<file path="config.mk">
export PLATFORM = sky130hd
export DESIGN_NAME = nonce_report_tx
export DESIGN_NICKNAME = d
export VERILOG_FILES = /design/src/rtl/nonce_report_pkg.sv /design/src/rtl/nonce_report_ser.sv /design/src/rtl/nonce_report_tx.sv
export SDC_FILE = /design/constraint.sdc
export NUM_CORES = 1
export LEC_CHECK = 0
export CAP_MARGIN = 30
export CELL_PAD_IN_SITES_DETAIL_PLACEMENT = 1
export CELL_PAD_IN_SITES_GLOBAL_PLACEMENT = 2
export CORE_MARGIN = 5
export CORE_UTILIZATION = 31
export DETAILED_ROUTE_END_ITERATION = 6
export GPL_TIMING_DRIVEN = 0
export PLACE_DENSITY_LB_ADDON = 0.1
export SETUP_SLACK_MARGIN = 0.15
export SYNTH_ARGS = -nofsm -noshare
export SYNTH_HDL_FRONTEND = slang
export SYNTH_SLANG_ARGS = --single-unit
export TNS_END_PERCENT = 5
</file>
<file path="constraint.sdc">
create_clock -name clk -period 2.25 [get_ports clk]
set_clock_uncertainty 0.15 [all_clocks]
set_input_delay 0.3375 -clock clk [delete_from_list [all_inputs] [get_ports clk]]
set_output_delay 0.3375 -clock clk [all_outputs]
set_load 0.03 [all_outputs]
</file>
<file path="src/rtl/nonce_report_pkg.sv">
// nonce_report_pkg
// Shared definitions for the nonce report transmitter: packet header bytes,
// the transmitter state type and a helper that gives the length of a nonce
// packet in bytes.
// Optional feature macro: NONCE_REPORT_SEQ_EN (adds a sequence byte to both
// packet types and accounts for it in packet_len).
package nonce_report_pkg;

    localparam logic [7:0] HDR_NONCE = 8'hA5;
    localparam logic [7:0] HDR_END   = 8'h5A;

    // ST_SEQ / ST_ESEQ are only reachable when the sequence byte is enabled.
    typedef enum logic [3:0] {
        ST_IDLE,
        ST_WAIT,
        ST_HDR,
        ST_SEQ,
        ST_CORE,
        ST_NB,
        ST_CSUM,
        ST_END0,
        ST_ESEQ,
        ST_END1
    } tx_state_t;

    // Bytes in one nonce packet: header, [seq], core id, nonce bytes, checksum.
    function automatic int packet_len(input int nonce_bits);
`ifdef NONCE_REPORT_SEQ_EN
        return 4 + nonce_bits / 8;
`else
        return 3 + nonce_bits / 8;
`endif
    endfunction

endpackage

</file>
<file path="src/rtl/nonce_report_ser.sv">
// nonce_report_ser
// Byte serializer for the nonce report transmitter. Holds the nonce in a
// byte-lane shift register (lane 0 is the next nonce byte to send), owns the
// registered stream outputs and keeps the running XOR checksum of every byte
// accepted by the host.
// Ports:
//   clk, rst_n     clock, synchronous active-low reset
//   word_load      capture word_in into the lanes (MSB byte into lane 0)
//   word_in        nonce word
//   shift          advance the lanes by one byte
//   byte_load      place byte_in on the output and raise out_valid
//   byte_in        byte to present
//   byte_drop      lower out_valid (packet finished)
//   csum_clr       clear the checksum (start of packet)
//   out_ready      host ready
//   out_valid      byte available to host (registered)
//   out_data       byte to host (registered)
//   accept         out_valid && out_ready this cycle
//   head_byte      next nonce byte (lane 0)
//   csum_next      checksum including the byte currently on out_data
import nonce_report_pkg::*;

module nonce_report_ser #(
    parameter int NONCE_BITS = 32
) (
    input  logic                  clk,
    input  logic                  rst_n,
    input  logic                  word_load,
    input  logic [NONCE_BITS-1:0] word_in,
    input  logic                  shift,
    input  logic                  byte_load,
    input  logic [7:0]            byte_in,
    input  logic                  byte_drop,
    input  logic                  csum_clr,
    input  logic                  out_ready,
    output logic                  out_valid,
    output logic [7:0]            out_data,
    output logic                  accept,
    output logic [7:0]            head_byte,
    output logic [7:0]            csum_next
);

    localparam int NUM_NB = NONCE_BITS / 8;

    logic [NUM_NB-1:0][7:0] lanes_reg;
    logic [NUM_NB-1:0][7:0] lanes_next;
    logic                   out_valid_reg;
    logic [7:0]             out_data_reg;
    logic [7:0]             csum_reg;

    genvar gi;
    generate
        for (gi = 0; gi < NUM_NB; gi++) begin : g_lane
            logic [7:0] shift_in;
            if (gi == NUM_NB - 1) begin : g_last
                assign shift_in = 8'h00;
            end else begin : g_mid
                assign shift_in = lanes_reg[gi+1];
            end
            assign lanes_next[gi] = word_load ? word_in[NONCE_BITS-1-8*gi -: 8] :
                                    shift     ? shift_in :
                                                lanes_reg[gi];
        end
    endgenerate

    always_ff @(posedge clk) begin
        if (!rst_n) begin
            lanes_reg     <= '0;
            out_valid_reg <= 1'b0;
            out_data_reg  <= 8'h00;
            csum_reg      <= 8'h00;
        end else begin
            lanes_reg <= lanes_next;
            // The top only loads a new byte when the output is empty or the
            // current byte is being accepted, so the held byte never changes
            // under a stall.
            if (byte_load) begin
                out_valid_reg <= 1'b1;
                out_data_reg  <= byte_in;
            end else if (byte_drop) begin
                out_valid_reg <= 1'b0;
            end
            if (csum_clr) begin
                csum_reg <= 8'h00;
            end else if (accept) begin
                csum_reg <= csum_reg ^ out_data_reg;
            end
        end
    end

    assign accept    = out_valid_reg & out_ready;
    assign out_valid = out_valid_reg;
    assign out_data  = out_data_reg;
    assign head_byte = lanes_reg[0];
    assign csum_next = csum_reg ^ out_data_reg;

endmodule

</file>
<file path="src/rtl/nonce_report_tx.sv">
// nonce_report_tx
// Reader side of the nonce buffer: pops {core_id, nonce} entries and sends
// them to the host as framed byte packets (A5, core, nonce MSB first, XOR
// checksum) over a valid/ready byte stream. When the miner reports the job
// done and the buffer is drained, one end packet (5A 00) is sent per job.
// Optional feature macro: NONCE_REPORT_SEQ_EN inserts a wrapping 8-bit
// sequence byte after the header of both packet types.
// Ports:
//   clk, rst_n   clock, synchronous active-low reset
//   buf_empty    nonce buffer has no entries
//   buf_rd       pop strobe; buf_data is valid the following cycle
//   buf_data     {core_id, nonce}
//   job_done     level, miner finished the current job
//   out_valid    byte available to host
//   out_data     byte to host
//   out_ready    host accepts byte when out_valid && out_ready
import nonce_report_pkg::*;

module nonce_report_tx #(
    parameter int NONCE_BITS = 32,
    parameter int NUM_CORES  = 3,
    parameter int CORE_BITS  = (NUM_CORES > 1) ? $clog2(NUM_CORES) : 1
) (
    input  logic                            clk,
    input  logic                            rst_n,
    input  logic                            buf_empty,
    output logic                            buf_rd,
    input  logic [NONCE_BITS+CORE_BITS-1:0] buf_data,
    input  logic                            job_done,
    output logic                            out_valid,
    output logic [7:0]                      out_data,
    input  logic                            out_ready
);

    localparam int NUM_NB   = NONCE_BITS / 8;
    localparam int NB_CNT_W = (NUM_NB > 1) ? $clog2(NUM_NB) : 1;
    localparam logic [NB_CNT_W-1:0] NB_LAST = NB_CNT_W'(NUM_NB - 1);

    tx_state_t             state_reg;
    tx_state_t             state_next;
    logic [NB_CNT_W-1:0]   nb_cnt_reg;
    logic [NB_CNT_W-1:0]   nb_cnt_next;
    logic                  done_sent_reg;
    logic                  done_sent_next;
    logic [CORE_BITS-1:0]  core_reg;
`ifdef NONCE_REPORT_SEQ_EN
    logic [7:0]            seq_reg;
    logic [7:0]            seq_next;
`endif

    logic       word_load;
    logic       shift;
    logic       byte_load;
    logic [7:0] byte_in;
    logic       byte_drop;
    logic       csum_clr;
    logic       accept;
    logic [7:0] head_byte;
    logic [7:0] csum_next;

    always_comb begin
        state_next     = state_reg;
        nb_cnt_next    = nb_cnt_reg;
        // done_sent is per job: it falls as soon as job_done is released.
        done_sent_next = job_done ? done_sent_reg : 1'b0;
        buf_rd         = 1'b0;
        word_load      = 1'b0;
        shift          = 1'b0;
        byte_load      = 1'b0;
        byte_in        = 8'h00;
        byte_drop      = 1'b0;
        csum_clr       = 1'b0;
`ifdef NONCE_REPORT_SEQ_EN
        seq_next       = seq_reg;
`endif
        case (state_reg)
            ST_IDLE: begin
                // Pending nonces always go before the end packet.
                if (!buf_empty) begin
                    buf_rd     = rst_n;
                    state_next = ST_WAIT;
                end else if (job_done && !done_sent_reg) begin
                    byte_load  = 1'b1;
                    byte_in    = HDR_END;
                    state_next = ST_END0;
                end
            end
            ST_WAIT: begin
                word_load  = 1'b1;
                byte_load  = 1'b1;
                byte_in    = HDR_NONCE;
                csum_clr   = 1'b1;
                state_next = ST_HDR;
            end
            ST_HDR: begin
                if (accept) begin
                    byte_load  = 1'b1;
`ifdef NONCE_REPORT_SEQ_EN
                    byte_in    = seq_reg;
                    state_next = ST_SEQ;
`else
                    byte_in    = 8'(core_reg);
                    state_next = ST_CORE;
`endif
                end
            end
`ifdef NONCE_REPORT_SEQ_EN
            ST_SEQ: begin
                if (accept) begin
                    byte_load  = 1'b1;
                    byte_in    = 8'(core_reg);
                    state_next = ST_CORE;
                end
            end
`endif
            ST_CORE: begin
                if (accept) begin
                    byte_load   = 1'b1;
                    byte_in     = head_byte;
                    shift       = 1'b1;
                    nb_cnt_next = '0;
                    state_next  = ST_NB;
                end
            end
            ST_NB: begin
                if (accept) begin
                    byte_load = 1'b1;
                    if (nb_cnt_reg == NB_LAST) begin
                        // csum_next already folds in the nonce byte being accepted.
                        byte_in    = csum_next;
                        state_next = ST_CSUM;
                    end else begin
                        byte_in     = head_byte;
                        shift       = 1'b1;
                        nb_cnt_next = nb_cnt_reg + NB_CNT_W'(1);
                    end
                end
            end
            ST_CSUM: begin
                if (accept) begin
                    byte_drop  = 1'b1;
                    state_next = ST_IDLE;
`ifdef NONCE_REPORT_SEQ_EN
                    seq_next   = seq_reg + 8'd1;
`endif
                end
            end
            ST_END0: begin
                if (accept) begin
                    byte_load  = 1'b1;
`ifdef NONCE_REPORT_SEQ_EN
                    byte_in    = seq_reg;
                    state_next = ST_ESEQ;
`else
                    byte_in    = 8'h00;
                    state_next = ST_END1;
`endif
                end
            end
`ifdef NONCE_REPORT_SEQ_EN
            ST_ESEQ: begin
                if (accept) begin
                    byte_load  = 1'b1;
                    byte_in    = 8'h00;
                    state_next = ST_END1;
                end
            end
`endif
            ST_END1: begin
                if (accept) begin
                    byte_drop      = 1'b1;
                    done_sent_next = 1'b1;
                    state_next     = ST_IDLE;
`ifdef NONCE_REPORT_SEQ_EN
                    seq_next       = seq_reg + 8'd1;
`endif
                end
            end
            default: begin
                state_next = ST_IDLE;
            end
        endcase
    end

    always_ff @(posedge clk) begin
        if (!rst_n) begin
            state_reg     <= ST_IDLE;
            nb_cnt_reg    <= '0;
            done_sent_reg <= 1'b0;
            core_reg      <= '0;
`ifdef NONCE_REPORT_SEQ_EN
            seq_reg       <= 8'h00;
`endif
        end else begin
            state_reg     <= state_next;
            nb_cnt_reg    <= nb_cnt_next;
            done_sent_reg <= done_sent_next;
            if (word_load) begin
                core_reg <= buf_data[NONCE_BITS +: CORE_BITS];
            end
`ifdef NONCE_REPORT_SEQ_EN
            seq_reg       <= seq_next;
`endif
        end
    end

    nonce_report_ser #(
        .NONCE_BITS (NONCE_BITS)
    ) u_ser (
        .clk       (clk),
        .rst_n     (rst_n),
        .word_load (word_load),
        .word_in   (buf_data[NONCE_BITS-1:0]),
        .shift     (shift),
        .byte_load (byte_load),
        .byte_in   (byte_in),
        .byte_drop (byte_drop),
        .csum_clr  (csum_clr),
        .out_ready (out_ready),
        .out_valid (out_valid),
        .out_data  (out_data),
        .accept    (accept),
        .head_byte (head_byte),
        .csum_next (csum_next)
    );

endmodule

</file>
==> out/results.ini <==
[clock_network]
holdBufCountCts=0
clockBufferDepth=2
clkLatencyLatePin_ns=0.34
post_cts_buffers=0
root_buffer=clkbuf_8
clk_pin_slew_worst_paths_ns=0.07
ctsResizeCount=9
cts_inserted_buffers=9
clock_sinks=58
htree_num_levels=3
cts_tree=done

[routing]
first_pass_iters=4
wirelength_mm=8.31
post-route-drc-count=0
num_vias=2575
vias_per_cell=5.05
ant_nets=0
wl_per_cell_um=16.3
drt-initial-drc-count=65

[layout]
mostFrequentLayoutCell=nand2_1
drive_above_1_share_pct=11.9
fillers=1062
largest_reg_flops=24
diodes=0
most-common-layout-cells=nand2_1, dfxtp_1, clkdlybuf4s50_1, a31oi_1, a21oi_1
fin_nets=437
syn2layout_area_growth_pct=30.8

[synth]
synth.avg_cell_area_sq_um=8.18
yosysSeqAreaShare_pct=41.9
post_synth_num_cell_types=45
synth_top_area_share_pct=41.9
synth_edf_count=0
synth_nets=379
ys_ff_latch=58
ys_warn_count=0
synth_area_sq_um=2770
ys.flop_type=dfxtp_1
ys_top_cells_by_area=dfxtp_1, nand2_1, a31oi_1
yosysTopAreaCell=dfxtp_1
netlist_instances=339
async_flop_share_pct=0

[global_route]
grt.total_usage_pct=15.7
grt_pass1_wl_mm=13.9
first_global_vias=2729
gr-total-overflow=0
antenna_found_initial=0
grt_max_degree=11

[floorplanning]
start_util_pct=31.8
dieArea_sq_um=10900
core_sq_um=8720
die_y_um=105
die_w_um=105
io_pins=49
core.rowCount=34

[critical_path]
critPathMaxStageDelay_ns=0.36
worstSetupPathDepth=4
r2r_cells=5
crit_slowest_cell=dfxtp_1
crit_required_ns=1.76
crit_chain=clkbuf_8, nor4_4, nor3b_2, buf_4
cp_max_fo=10
path_buf_inv=2
cp_top_family=simple AND/OR/NAND/NOR gates
end_kind=output port
worstPathArrival_ns=1.58
critPathKind=flip-flop to output port
critPathLaunchType=flip-flop

[timing]
finalHoldViolations=0
layout_min_cycle_time_ns=2.06
setup_viol=0
finalCritPeriodShare_pct=91.8
slew_violations=0
setup-tns-final_ns=0
fmax_mhz=484
max_slew_margin_pct=59.9
worstMarginPinSlew_ns=0.601
rsz0062_at_grt=true

[pwr]
seqPwrFrac_pct=36.5
p_per_area_nw_per_um2=1120
p_sw_share_pct=34.5
switchingPower_mw=1.40
power.total_mw=4.05
intPower_mw=2.65
comb_power_share_pct=33.7
p_clk_share_pct=29.8
p_leak_nw=1.23
peakVddDrop_mv=0.321

[worst_hold_path]
whs_path_depth=2
hp-class=flip-flop to flip-flop

[status]
run_status=finished clean

[placed_design]
globalplace.congestion=0.770
hpwl_mm=6.09
portBuffers=47

[flow_run]
max_cap_violations=0

## worst paths after layout
check	startpoint	end	slack (ns)
max	state_reg[1]$_SDFFE_PN0P_	buf_rd	0.19
max reg2reg	state_reg[2]$_SDFFE_PN0P_	u_ser.out_data[3]$_SDFFE_PN0P_	0.37
min reg2reg	nb_cnt_reg[1]$_SDFFE_PN0P_	nb_cnt_reg[1]$_SDFFE_PN0P_	0.32
min	nb_cnt_reg[1]$_SDFFE_PN0P_	nb_cnt_reg[1]$_SDFFE_PN0P_	0.32
## area by class of cell
| cell class | count | area (sq um) | share of cell area [%] |
|---|---|---|---|
| Clock buffer | 12 | 145 | 4.00 |
| Tap cell | 108 | 135 | 3.73 |
| Sequential cell | 58 | 1160 | 32.0 |
| Inverter | 2 | 8.76 | 0.242 |
| Buffer | 26 | 178 | 4.90 |
| Clock inverter | 4 | 98.8 | 2.73 |
| Multi-Input combinational cell | 253 | 1430 | 39.5 |
| Timing Repair Buffer | 47 | 468 | 12.9 |
## Yosys cell counts (all sizes together) (2+ instances only)
cell,number
nand2,82
dfxtp,58
a31oi,28
o21ai,28
a21oi,23
nor2,22
buf,17
nand3,16
clkbuf,9
xnor2,8
xor2,8
a221oi,4
nand2b,4
and2,3
nor2b,3
o211ai,3
and4bb,2
nor3b,2
nor4,2
## layer usage
layer  track usage [%]  share of wire, %  vias up  wire length (um)
met5                 0                 0        -                 0
met4              3.89              0.73        0                61
met3              4.01               4.2        6               353
met2              26.4                48       52              3980
met1              20.0                47     1221              3910
li1                  -                 -     1296                 -
## cell families after synthesis
kind of cell | count (synthesis) | share of synthesized area (%)
AO/OA/AOI/OAI | 93 | 21.3
buffers and inverters | 28 | 6.64
adder cells (fa/ha/maj) | 1 | 0.451
multiplexers | 1 | 0.361
AND/OR/NAND/NOR | 142 | 24.3
XOR/XNOR | 16 | 5.06
flip-flops | 58 | 41.9
## power by group through the flow
stage | clock [mW] | sequential [mW] | combinational (mW)
detailed placement | 0 | 1.50 | 1.37
global route | 1.27 | 1.51 | 1.50
global placement | 0 | 1.50 | 1.36
CTS | 1.24 | 1.48 | 1.39
floorplan | 0 | 1.54 | 0.878
finish | 1.20 | 1.48 | 1.36
## per-stage QoR
step	hold WS [ns]	instances	util, %	instance area [sq um]	worst slack (ns)
6_report	0.316	510	41.6	3630	0.185
3_5_place_dp	0.311	494	38.7	3380	-0.474
5_1_grt	0.341	510	41.6	3630	0.0880
3_3_place_gp	0.294	494	38.7	3380	-0.501
2_1_floorplan	0.286	339	-	2770	0.182
4_1_cts	0.322	510	41.6	3620	0.171
## worst register-to-register path: cells and delay by family, from the launching register on
kind | cells | cell delay, ns
flops | 1 | 0.47
mux | 1 | 0.31
buf+inv | 1 | 0.25
compound gates | 2 | 0.50
simple gates | 1 | 0.06
(Power assumes the default switching activity.)
